--- config.mk ---
export PLATFORM = sky130hd
export DESIGN_NAME = shift_add_multiplier
export DESIGN_NICKNAME = d
export VERILOG_FILES = /design/src/rtl/shift_add_multiplier.sv
export SDC_FILE = /design/constraint.sdc
export NUM_CORES = 1
export LEC_CHECK = 0
export ABC_AREA = 1
export CAP_MARGIN = 10
export CORE_AREA = 4 4 68 118
export CTS_BUF_LIST = sky130_fd_sc_hd__clkbuf_4 sky130_fd_sc_hd__clkbuf_8
export DETAILED_ROUTE_END_ITERATION = 8
export DIE_AREA = 0 0 72 122
export MAX_ROUTING_LAYER = met4
export PLACE_DENSITY_LB_ADDON = 0.1
export SYNTH_ARGS = -nofsm -noshare
export SYNTH_HDL_FRONTEND = slang
export SYNTH_SLANG_ARGS = --single-unit
--- constraint.sdc ---
create_clock -name clock -period 2 [get_ports clock]
set_input_delay 0.4 -clock clock [delete_from_list [all_inputs] [get_ports clock]]
set_output_delay 0.4 -clock clock [all_outputs]
set_load 0.005 [all_outputs]
--- src/rtl/shift_add_multiplier.sv ---
`default_nettype none
// ============================================================================
// shift_add_multiplier: sequential shift-and-add multiplier, unsigned or
// sign-magnitude operands, with early termination. Rev 1.0
// ============================================================================
module shift_add_multiplier #(
  parameter int W = 8
) (
  input  logic           clock,
  input  logic           rst,
  input  logic           start,
  input  logic           signed_mode,
  input  logic [W-1:0]   multiplier,
  input  logic [W-1:0]   multiplicand,
  output logic           busy,
  output logic           done,
  output logic [2*W-1:0] product,
  output logic           neg,
  output logic           zflag,
  output logic [3:0]     sign
);

  typedef enum logic [1:0] {
    IDLE = 2'd0,
    RUN  = 2'd1,
    DONE = 2'd2
  } state_t;

  state_t         state_q, state_d;
  logic [W-1:0]   mplier_q, mplier_d;
  logic [2*W-1:0] mcand_q, mcand_d;
  logic [2*W-1:0] acc_q, acc_d;
  logic           sign_cap_q, sign_cap_d;
  logic [2*W-1:0] product_q, product_d;
  logic           neg_q, neg_d;

  logic [W-1:0]   w_mplier_mag;
  logic [W-1:0]   w_mcand_mag;
  logic [2*W-1:0] w_acc_next;
  logic [W-1:0]   w_mplier_shift;

  // In sign-magnitude mode the MSB is the sign and is stripped from the magnitude.
  assign w_mplier_mag   = signed_mode ? {1'b0, multiplier[W-2:0]}   : multiplier;
  assign w_mcand_mag    = signed_mode ? {1'b0, multiplicand[W-2:0]} : multiplicand;
  assign w_acc_next     = mplier_q[0] ? (acc_q + mcand_q) : acc_q;
  assign w_mplier_shift = mplier_q >> 1;

  always_comb begin
    state_d    = state_q;
    mplier_d   = mplier_q;
    mcand_d    = mcand_q;
    acc_d      = acc_q;
    sign_cap_d = sign_cap_q;
    product_d  = product_q;
    neg_d      = neg_q;
    case (state_q)
      IDLE, DONE: begin
        if (start) begin
          mplier_d   = w_mplier_mag;
          mcand_d    = {{W{1'b0}}, w_mcand_mag};
          acc_d      = '0;
          sign_cap_d = signed_mode & (multiplier[W-1] ^ multiplicand[W-1]);
          state_d    = RUN;
        end
      end
      RUN: begin
        acc_d    = w_acc_next;
        mplier_d = w_mplier_shift;
        mcand_d  = mcand_q << 1;
        // Stop as soon as no multiplier bits remain; a zero result is never negative.
        if (w_mplier_shift == '0) begin
          state_d   = DONE;
          product_d = w_acc_next;
          neg_d     = sign_cap_q & (w_acc_next != '0);
        end
      end
      default: state_d = IDLE;
    endcase
  end

  always_ff @(posedge clock) begin
    if (rst) begin
      state_q    <= IDLE;
      mplier_q   <= '0;
      mcand_q    <= '0;
      acc_q      <= '0;
      sign_cap_q <= 1'b0;
      product_q  <= '0;
      neg_q      <= 1'b0;
    end else begin
      state_q    <= state_d;
      mplier_q   <= mplier_d;
      mcand_q    <= mcand_d;
      acc_q      <= acc_d;
      sign_cap_q <= sign_cap_d;
      product_q  <= product_d;
      neg_q      <= neg_d;
    end
  end

  assign busy    = (state_q == RUN);
  assign done    = (state_q == DONE);
  assign product = product_q;
  assign neg     = neg_q;
  assign zflag   = (product_q == '0);
  assign sign    = neg_q ? 4'b1010 : 4'b1100;

endmodule
`default_nettype wire

==> qor.log, run 1 <==
qor: outcome.run_status complete, no violations
qor: setup_path.worst-setup-path-type reg -> reg
qor: placed_design.routability_cong 0.988
qor: global_route.overflow 0
qor: yosys.synthesis.nets 592
qor: setup_path.worst_path_arrival_time 2.23 ns
qor: setup_path.worstReg2RegStart acc_q[0]$_SDFFE_PP0P_
qor: yosys.syn_avg_cell_area 6.47 um2
qor: yosys.ys_ff_latch 60
qor: setup_path.cp_cell_sequence ha_4, fa_2, nand2_1, nand3_2, nand2_2, nand2_1, nand2_1, nand3_2, nand2_1, nand2_1, nor2_1, nand3_1, nand2_1, a21oi_1
qor: detailed_routing.drt.antenna.violating_nets 0
qor: global_route.antenna_violations_before_repair 0
qor: sta.hold_fails_final_rpt 0
qor: yosys.ys.flop_type dfxtp_1
qor: sta.grt_setup_unrepaired true
qor: sta.final.min_clock_period 1.98 ns
qor: pwr.static-leakage-power 2.29 nW
qor: detailed_routing.drc 0
qor: run.max-cap-violations 0
qor: floorplan.dieArea 0.00878 mm2
qor: cells_and_area.area_growth 37.3%
qor: cells_and_area.post-route-util 0.697
qor: placed_design.pre_cts_ws -0.102 ns
qor: sta.fmaxAchievable 505 MHz
qor: cts.clock_path_buffers 2
qor: setup_path.timing.critical_path.required 2.25 ns
qor: placed_design.buffer_ports.inserted 41
qor: cts.numCtsBuffers 9
qor: cells_and_area.filler_cell_count_in_the_final_layout 621
qor: sta.fin_crit_sh 0.990
qor: yosys.synth_top_cell_area_share 0.334
qor: cts.clockRootBuffer clkbuf_8
qor: yosys.mappedNetlistArea 0.00360 mm2
qor: yosys.netlist_top_cells_area dfxtp_1 33%, nand2_1 17%, inv_1 8.9%
qor: cts.clock_latency 0.36 ns
qor: cells_and_area.layout_common_cells 158 x nand2_1, 85 x inv_1, 56 x buf_4, 54 x dfxtp_1, 40 x clkdlybuf4s50_1
qor: global_route.grt_first_pass_wirelength 17800 um
qor: global_route.grt_pass1_vias 3809
qor: sta.worst_hold_slack 0.485 ns
qor: global_route.grt_max_degree 42
qor: cells_and_area.drive_above_1_share 0.219
qor: floorplan.die-height 122 um
qor: yosys.share_of_synthesized_flip_flops_with_an_asynchronous_set_or_reset 0
qor: yosys.post_synth_inst_count 556
qor: yosys.synth_enable_flop_cells 0
qor: setup_path.kind_of_launch_point_of_the_worst_setup_path flop
qor: detailed_routing.wl 11000 um
qor: floorplan.row_count 41
qor: detailed_routing.first_pass_iteration_count_of_the_detailed_router 5
qor: sta.setup_violations 0
qor: setup_path.end_kind flop
qor: floorplan.die_width 72 um
qor: cells_and_area.num_antenna_cells 0
qor: setup_path.setup.worst_path.start acc_q[0]$_SDFFE_PP0P_
qor: sta.postLayoutSetupSlackWorst 0.0191 ns
qor: hold_path.holdCritPathClass reg -> reg
qor: cells_and_area.most_frequent_standard_cell_in_the_layout_excluding_fill_and_tap_cells nand2_1
qor: cts.cts_num_sinks 60
qor: cts.postCtsHoldBufs 0
qor: cells_and_area.fin_nets 679
qor: floorplan.placeableCoreArea 0.00708 mm2
qor: floorplan.io_pins 44
qor: setup_path.critical-path-max-stage-delay 0.41 ns
qor: setup_path.critical-path-top-delay-family simple AND/OR/NAND/NOR gates
qor: detailed_routing.wl_per_cell 14.9 um
qor: yosys.synth_cell_types 35
qor: yosys.synth-seq-area-share 0.334
qor: setup_path.path_common_cell nand2_1
qor: setup_path.critPathSlowestCell fa_2
qor: pwr.powerDensity 769 mW/mm2
qor: global_route.globalRouteTotalUtil 0.270
qor: cts.clk_pin_slew 0.07 ns
qor: cts.clock_tree.htree_level_count 3
qor: hold_path.worstHoldStart mcand_q[14]$_SDFFE_PP0P_
qor: detailed_routing.avgViaCountPerCell 5.26
qor: pwr.power.ir.vdd_worst 0.788 mV
qor: setup_path.critical_path_peak_fanout 5
qor: floorplan.initial_utilization 0.508
qor: cts.cts_tree built
qor: setup_path.worstPathBufferInverterCount 0
qor: yosys.yosys_warnings 0
qor: sta.slew_viol_final 0
qor: yosys.yosys.area.top_type dfxtp_1
qor: detailed_routing.drc_marker_count_from_the_first_detailed_route_iteration 195
qor: placed_design.post-dp-hpwl 7840 um
qor: detailed_routing.detailroute.via_count 3864
qor: sta.fin_setup_tns 0 ns
qor: sta.worst_clock_skew 0.00876 ns
-- state kept, by name, summed over array words and instances (netlist names) --
| name | flops |
|---|---|
| product | 16 |
| sign_cap_q | 1 |
| state_q | 2 |
| mplier_q | 8 |
| acc_q | 16 |
| neg | 1 |
| mcand_q | 16 |
-- metal layers --
layer / part of all wire / up-vias / track usage
met2: 0.53 / 106 / 0.454
met1: 0.38 / 1774 / 0.285
met5: 0 / - / -
li1: - / 1950 / -
met3: 0.038 / 34 / 0.0512
met4: 0.049 / 0 / 0.169
-- worst min-delay path, stage by stage, from the launching register on --
cell and delay [ns]:
dfxtp_1 0.33, nand2_1 0.06, a21oi_1 0.05
-- cells by family (layout without fill, tap and decap cells) --
group | Yosys count | after routing | share of synthesized area
compound gates | 87 | 87 | 0.144
xor+xnor | 4 | 4 | 0.00974
fa+ha+maj | 16 | 16 | 0.0578
buf+inv | 112 | 203 | 0.125
flops | 60 | 60 | 0.334
other cells | 2 | 2 | 0.00209
simple gates | 275 | 276 | 0.327
-- synthesized netlist by cell type (2+ instances only) --
cell type and count:
o21ai_0 14, o221ai_1 12, dfxtp_1 60, o21ai_1 6
nand4_1 7, xnor2_1 2, xor2_1 2, nand3_1 32
or2_2 9, buf_2 3, inv_1 85, buf_4 3
nand2_1 164, buf_6 2, buf_1 4, a21oi_1 42
conb_1 2, nor4_1 2, nor3_1 15, o21a_1 2
a211oi_1 3, o211ai_1 2, ha_1 15, nor2_1 40
and2_1 2, clkinv_1 2, clkbuf_1 12, a21oi_2 5
-- path summary, 6_finish.rpt --
kind,end,slack [ns],cells past startpoint
max,neg$_SDFFE_PP0P_,0.02,14
min,mcand_q[14]$_SDFFE_PP0P_,0.49,2
max reg2reg,neg$_SDFFE_PP0P_,0.02,14
min reg2reg,mcand_q[14]$_SDFFE_PP0P_,0.49,2
-- stage by stage --
step / power (mW) / instances / cell area (um2)
final: 3.80 / 734 / 4940
after floorplan: 2.04 / 556 / 3600
after CTS: 3.72 / 730 / 4730
after detailed placement: 2.56 / 712 / 4420
after global placement: 2.54 / 712 / 4420
after global routing: 4.00 / 734 / 4940
-- final cells by class --
class,instances,area [um2],area share
Inverter,88,330,0.0669
Clock inverter,4,47.5,0.00963
Tap cell,86,108,0.0218
Multi-Input combinational cell,385,2210,0.448
Clock buffer,12,159,0.0322
Timing Repair Buffer,99,870,0.176
Sequential cell,60,1210,0.245
-- where the power goes --
part	internal, mW	total (mW)	switching [mW]
Sequential	1.31	1.41	0.105
Clock	0.653	1.16	0.503
Combinational	0.575	1.23	0.655
Total	2.53	3.80	1.26
-- timing repair --
item / 4_1_cts / 5_1_grt
pin swaps: 8 / 10
cloned: 0 / 1
gates resized for setup: 21 / 33
setup endpoints to repair: 9 / 22
buffers inserted: 2 / 3
Note: power is estimated with default switching activity, not from simulation.
==> run 2, diff against run 1 <==
--- a/config.mk
+++ b/config.mk
@@ -9,9 +9,9 @@
 export CAP_MARGIN = 10
 export CORE_AREA = 4 4 68 118
 export CTS_BUF_LIST = sky130_fd_sc_hd__clkbuf_4 sky130_fd_sc_hd__clkbuf_8
+export CTS_CLUSTER_DIAMETER = 80
 export DETAILED_ROUTE_END_ITERATION = 8
 export DIE_AREA = 0 0 72 122
-export MAX_ROUTING_LAYER = met4
 export PLACE_DENSITY_LB_ADDON = 0.1
 export SYNTH_ARGS = -nofsm -noshare
 export SYNTH_HDL_FRONTEND = slang
==> run 2 against run 1 <==
Net effect: the run now ends with design-rule violations left; via count decreased by 0.21%; die area unchanged; total power decreased by 0.16%; final cell count decreased by 0.14%; clock power decreased by 3%; clock skew increased by 0.0033 ns; core utilization increased by 0.41 points; setup slack got worse by 0.0033 ns; flip-flop and latch count unchanged; sequential power about the same; combinational power about the same; register-to-register slack about the same; highest routed layer unchanged.
==> qor.log, run 2 (synthesis results as in run 1) <==
qor: setup_path.worst-setup-path-type reg -> reg
qor: pwr.power.sequential.fraction 0.374 [+0.002]
qor: setup_path.critical_path_peak_fanout 5 [unchanged]
qor: pwr.power.ir.vdd_worst 0.668 mV [-15%]
qor: cells_and_area.layoutNonFillerInstCount 733 [-0.14%]
qor: sta.fmaxAchievable 504 MHz [-0.17%]
qor: floorplan.io_pins 44 [unchanged]
qor: sta.worst_clock_skew 0.0120 ns [+0.00329 ns]
qor: sta.hold_fails_final_rpt 0 [unchanged]
qor: outcome.run_status finished, violations left
qor: pwr.switching_power 1.26 mW [-0.40%]
qor: cells_and_area.area_growth 38.1%
qor: setup_path.critPathSlowestCell fa_2
qor: detailed_routing.drc_marker_count_from_the_first_detailed_route_iteration 196 [+0.51%]
qor: detailed_routing.drt.antenna.violating_nets 0 [unchanged]
qor: detailed_routing.wl 11000 um [+0.57%]
qor: cts.cts_tree built
qor: setup_path.worst_path_arrival_time 2.22 ns [about the same]
qor: global_route.globalRouteTotalUtil 0.254 [-0.0156]
qor: placed_design.routability_cong 0.979 [-0.88%]
qor: pwr.intPower 2.53 mW [about the same]
qor: detailed_routing.wl_per_cell 15.1 um [+0.70%]
qor: sta.worst_hold_slack 0.489 ns [+0.00399 ns]
qor: pwr.swShare 0.332 [-0.000788]
qor: global_route.grt_first_pass_wirelength 17400 um [-1.9%]
qor: cts.numCtsBuffers 9 [unchanged]
qor: pwr.pwr-share-comb 0.331 [+0.007]
qor: detailed_routing.first_pass_iteration_count_of_the_detailed_router 7 [+2]
qor: floorplan.initial_utilization 0.508 [unchanged]
qor: sta.setup_violations 0 [unchanged]
qor: sta.grt_setup_unrepaired true
qor: cts.cts_num_sinks 60 [unchanged]
qor: global_route.antenna_violations_before_repair 0 [unchanged]
qor: setup_path.kind_of_launch_point_of_the_worst_setup_path flop
qor: cts.clockRootBuffer clkbuf_8
qor: floorplan.die-height 122 um [unchanged]
qor: floorplan.placeableCoreArea 0.00708 mm2 [unchanged]
qor: global_route.overflow 0 [unchanged]
qor: detailed_routing.detailroute.via_count 3856 [-0.21%]
qor: cts.clock_tree.htree_level_count 3 [unchanged]
qor: global_route.grt_pass1_vias 3771 [-1.0%]
qor: pwr.clockPowerShare 0.295 [-0.009]
qor: hold_path.holdCritPathClass reg -> reg
qor: cells_and_area.fin_nets 679 [unchanged]
qor: sta.relSlewSlack 0.644
qor: setup_path.end_kind flop
qor: setup_path.timing.critical_path.required 2.23 ns [-0.02 ns]
qor: pwr.powerDensity 763 mW/mm2 [-0.74%]
qor: cells_and_area.layout_common_cells 156 x nand2_1, 82 x inv_1, 55 x buf_4, 50 x dfxtp_1, 40 x clkdlybuf4s50_1
qor: pwr.design_power_total 3.79 mW [-0.16%]
qor: global_route.grt_max_degree 42 [unchanged]
qor: cells_and_area.num_antenna_cells 0 [unchanged]
qor: placed_design.buffer_ports.inserted 41 [unchanged]
qor: floorplan.row_count 41 [unchanged]
qor: cts.clk_pin_slew 0.07 ns [about the same]
qor: cts.postCtsHoldBufs 0 [unchanged]
qor: detailed_routing.drc 1 [+1]
qor: floorplan.dieArea 0.00878 mm2 [unchanged]
qor: cts.clock_latency 0.34 ns [-0.02 ns]
qor: cells_and_area.most_frequent_standard_cell_in_the_layout_excluding_fill_and_tap_cells nand2_1
qor: cells_and_area.drive_above_1_share 0.238 [+0.0189]
qor: sta.fin_crit_sh 0.992 [+0.00164]
qor: run.max-cap-violations 0 [unchanged]
qor: placed_design.dpl.cell_count 713 [+0.14%]
qor: pwr.static-leakage-power 2.28 nW [-0.41%]
qor: setup_path.cp_cell_sequence ha_4, fa_2, nand3_2, nand3_2, nand2_2, nand2_2, xnor2_2, nand2_1, nand2_2, nand2_1, nor2_1, nand3_1, nand2_1, a21oi_1
qor: floorplan.die_width 72 um [unchanged]
qor: setup_path.critical-path-max-stage-delay 0.40 ns [about the same]
qor: sta.tightestPinTransition 0.534 ns
qor: sta.slew_viol_final 0 [unchanged]
qor: sta.final.min_clock_period 1.98 ns [+0.00328 ns]
qor: detailed_routing.avgViaCountPerCell 5.26 [about the same]
qor: placed_design.post-dp-hpwl 7890 um [+0.69%]
qor: cts.clock_path_buffers 2 [unchanged]
qor: outcome.failed_checks design-rule violations
run 2: changes by cell type in the layout (fill, tap and decap cells not counted), sizes merged:
| cell | before | now |
|---|---|---|
| clkbuf | 12 | 11 |
| clkinv | 4 | 5 |
| clkinvlp | 1 | 0 |
run 2: final cells by class:
type                       count  area, um2
tap                           86        108
timing repair buffer          99        873
multi-input combinational    385       2230
sequential                    60       1220
clock buffer                  11        151
clock inverter                 4       48.8
fill                         629       2110
inverter                      88        333
run 2: metrics by stage:
step | util | setup WS [ns] | TNS [ns] | area (um2)
after CTS | 0.665 | 0.00289 | 0 | 4710
after detailed placement | 0.625 | -0.109 | -0.318 | 4420
final | 0.701 | 0.0158 | 0 | 4960
after global placement | 0.625 | -0.0829 | -0.157 | 4420
after floorplan | - | 0.0462 | 0 | 3600
after global routing | 0.701 | -0.126 | -0.272 | 4960
run 2: power by group through the flow:
stage	logic, mW	registers (mW)	clock network (mW)
after global placement	1.13	1.42	0
after global routing	1.37	1.43	1.18
final	1.25	1.42	1.12
after CTS	1.15	1.40	1.13
after detailed placement	1.13	1.42	0
after floorplan	0.637	1.40	0
run 2: path summary, 6_finish.rpt:
path	end	slack, ns	start	cells past startpoint
worst min-delay path	mcand_q[15]$_SDFFE_PP0P_	0.49	mcand_q[15]$_SDFFE_PP0P_	2
worst max-delay path	neg$_SDFFE_PP0P_	0.02	acc_q[0]$_SDFFE_PP0P_	14
worst min register to register	mcand_q[15]$_SDFFE_PP0P_	0.49	mcand_q[15]$_SDFFE_PP0P_	2
worst max register to register	neg$_SDFFE_PP0P_	0.02	acc_q[0]$_SDFFE_PP0P_	14
run 2: critical path, delay by kind of cell, from the launching register on:
| kind | cells | cell delay [ns] |
|---|---|---|
| AND/OR/NAND/NOR | 10 | 0.78 |
| adder cells (fa/ha/maj) | 2 | 0.56 |
| flip-flops | 1 | 0.34 |
| XOR/XNOR | 1 | 0.14 |
| AO/OA/AOI/OAI | 1 | 0.05 |
run 2: metal layers:
layer  wire (um)  track usage  vias up
met5           0            0        -
met4         724        0.187        0
met3         454       0.0388       47
met2        5620        0.434      118
met1        4230        0.278     1744
li1            -            -     1947
run 2: timing repair:
item	in CTS	in global routing
resized for setup	19	54
cloned	0	1
setup endpoints to repair	11	22
pin swaps	4	13
buffers inserted	0	4
==> run 3, diff against run 2 <==
--- a/config.mk
+++ b/config.mk
@@ -10,6 +10,7 @@
 export CORE_AREA = 4 4 68 118
 export CTS_BUF_LIST = sky130_fd_sc_hd__clkbuf_4 sky130_fd_sc_hd__clkbuf_8
 export CTS_CLUSTER_DIAMETER = 80
+export CTS_CLUSTER_SIZE = 14
 export DETAILED_ROUTE_END_ITERATION = 8
 export DIE_AREA = 0 0 72 122
 export PLACE_DENSITY_LB_ADDON = 0.1
==> results of run 3 <==
Final layout, timing and power as in run 2 (identical DEF).
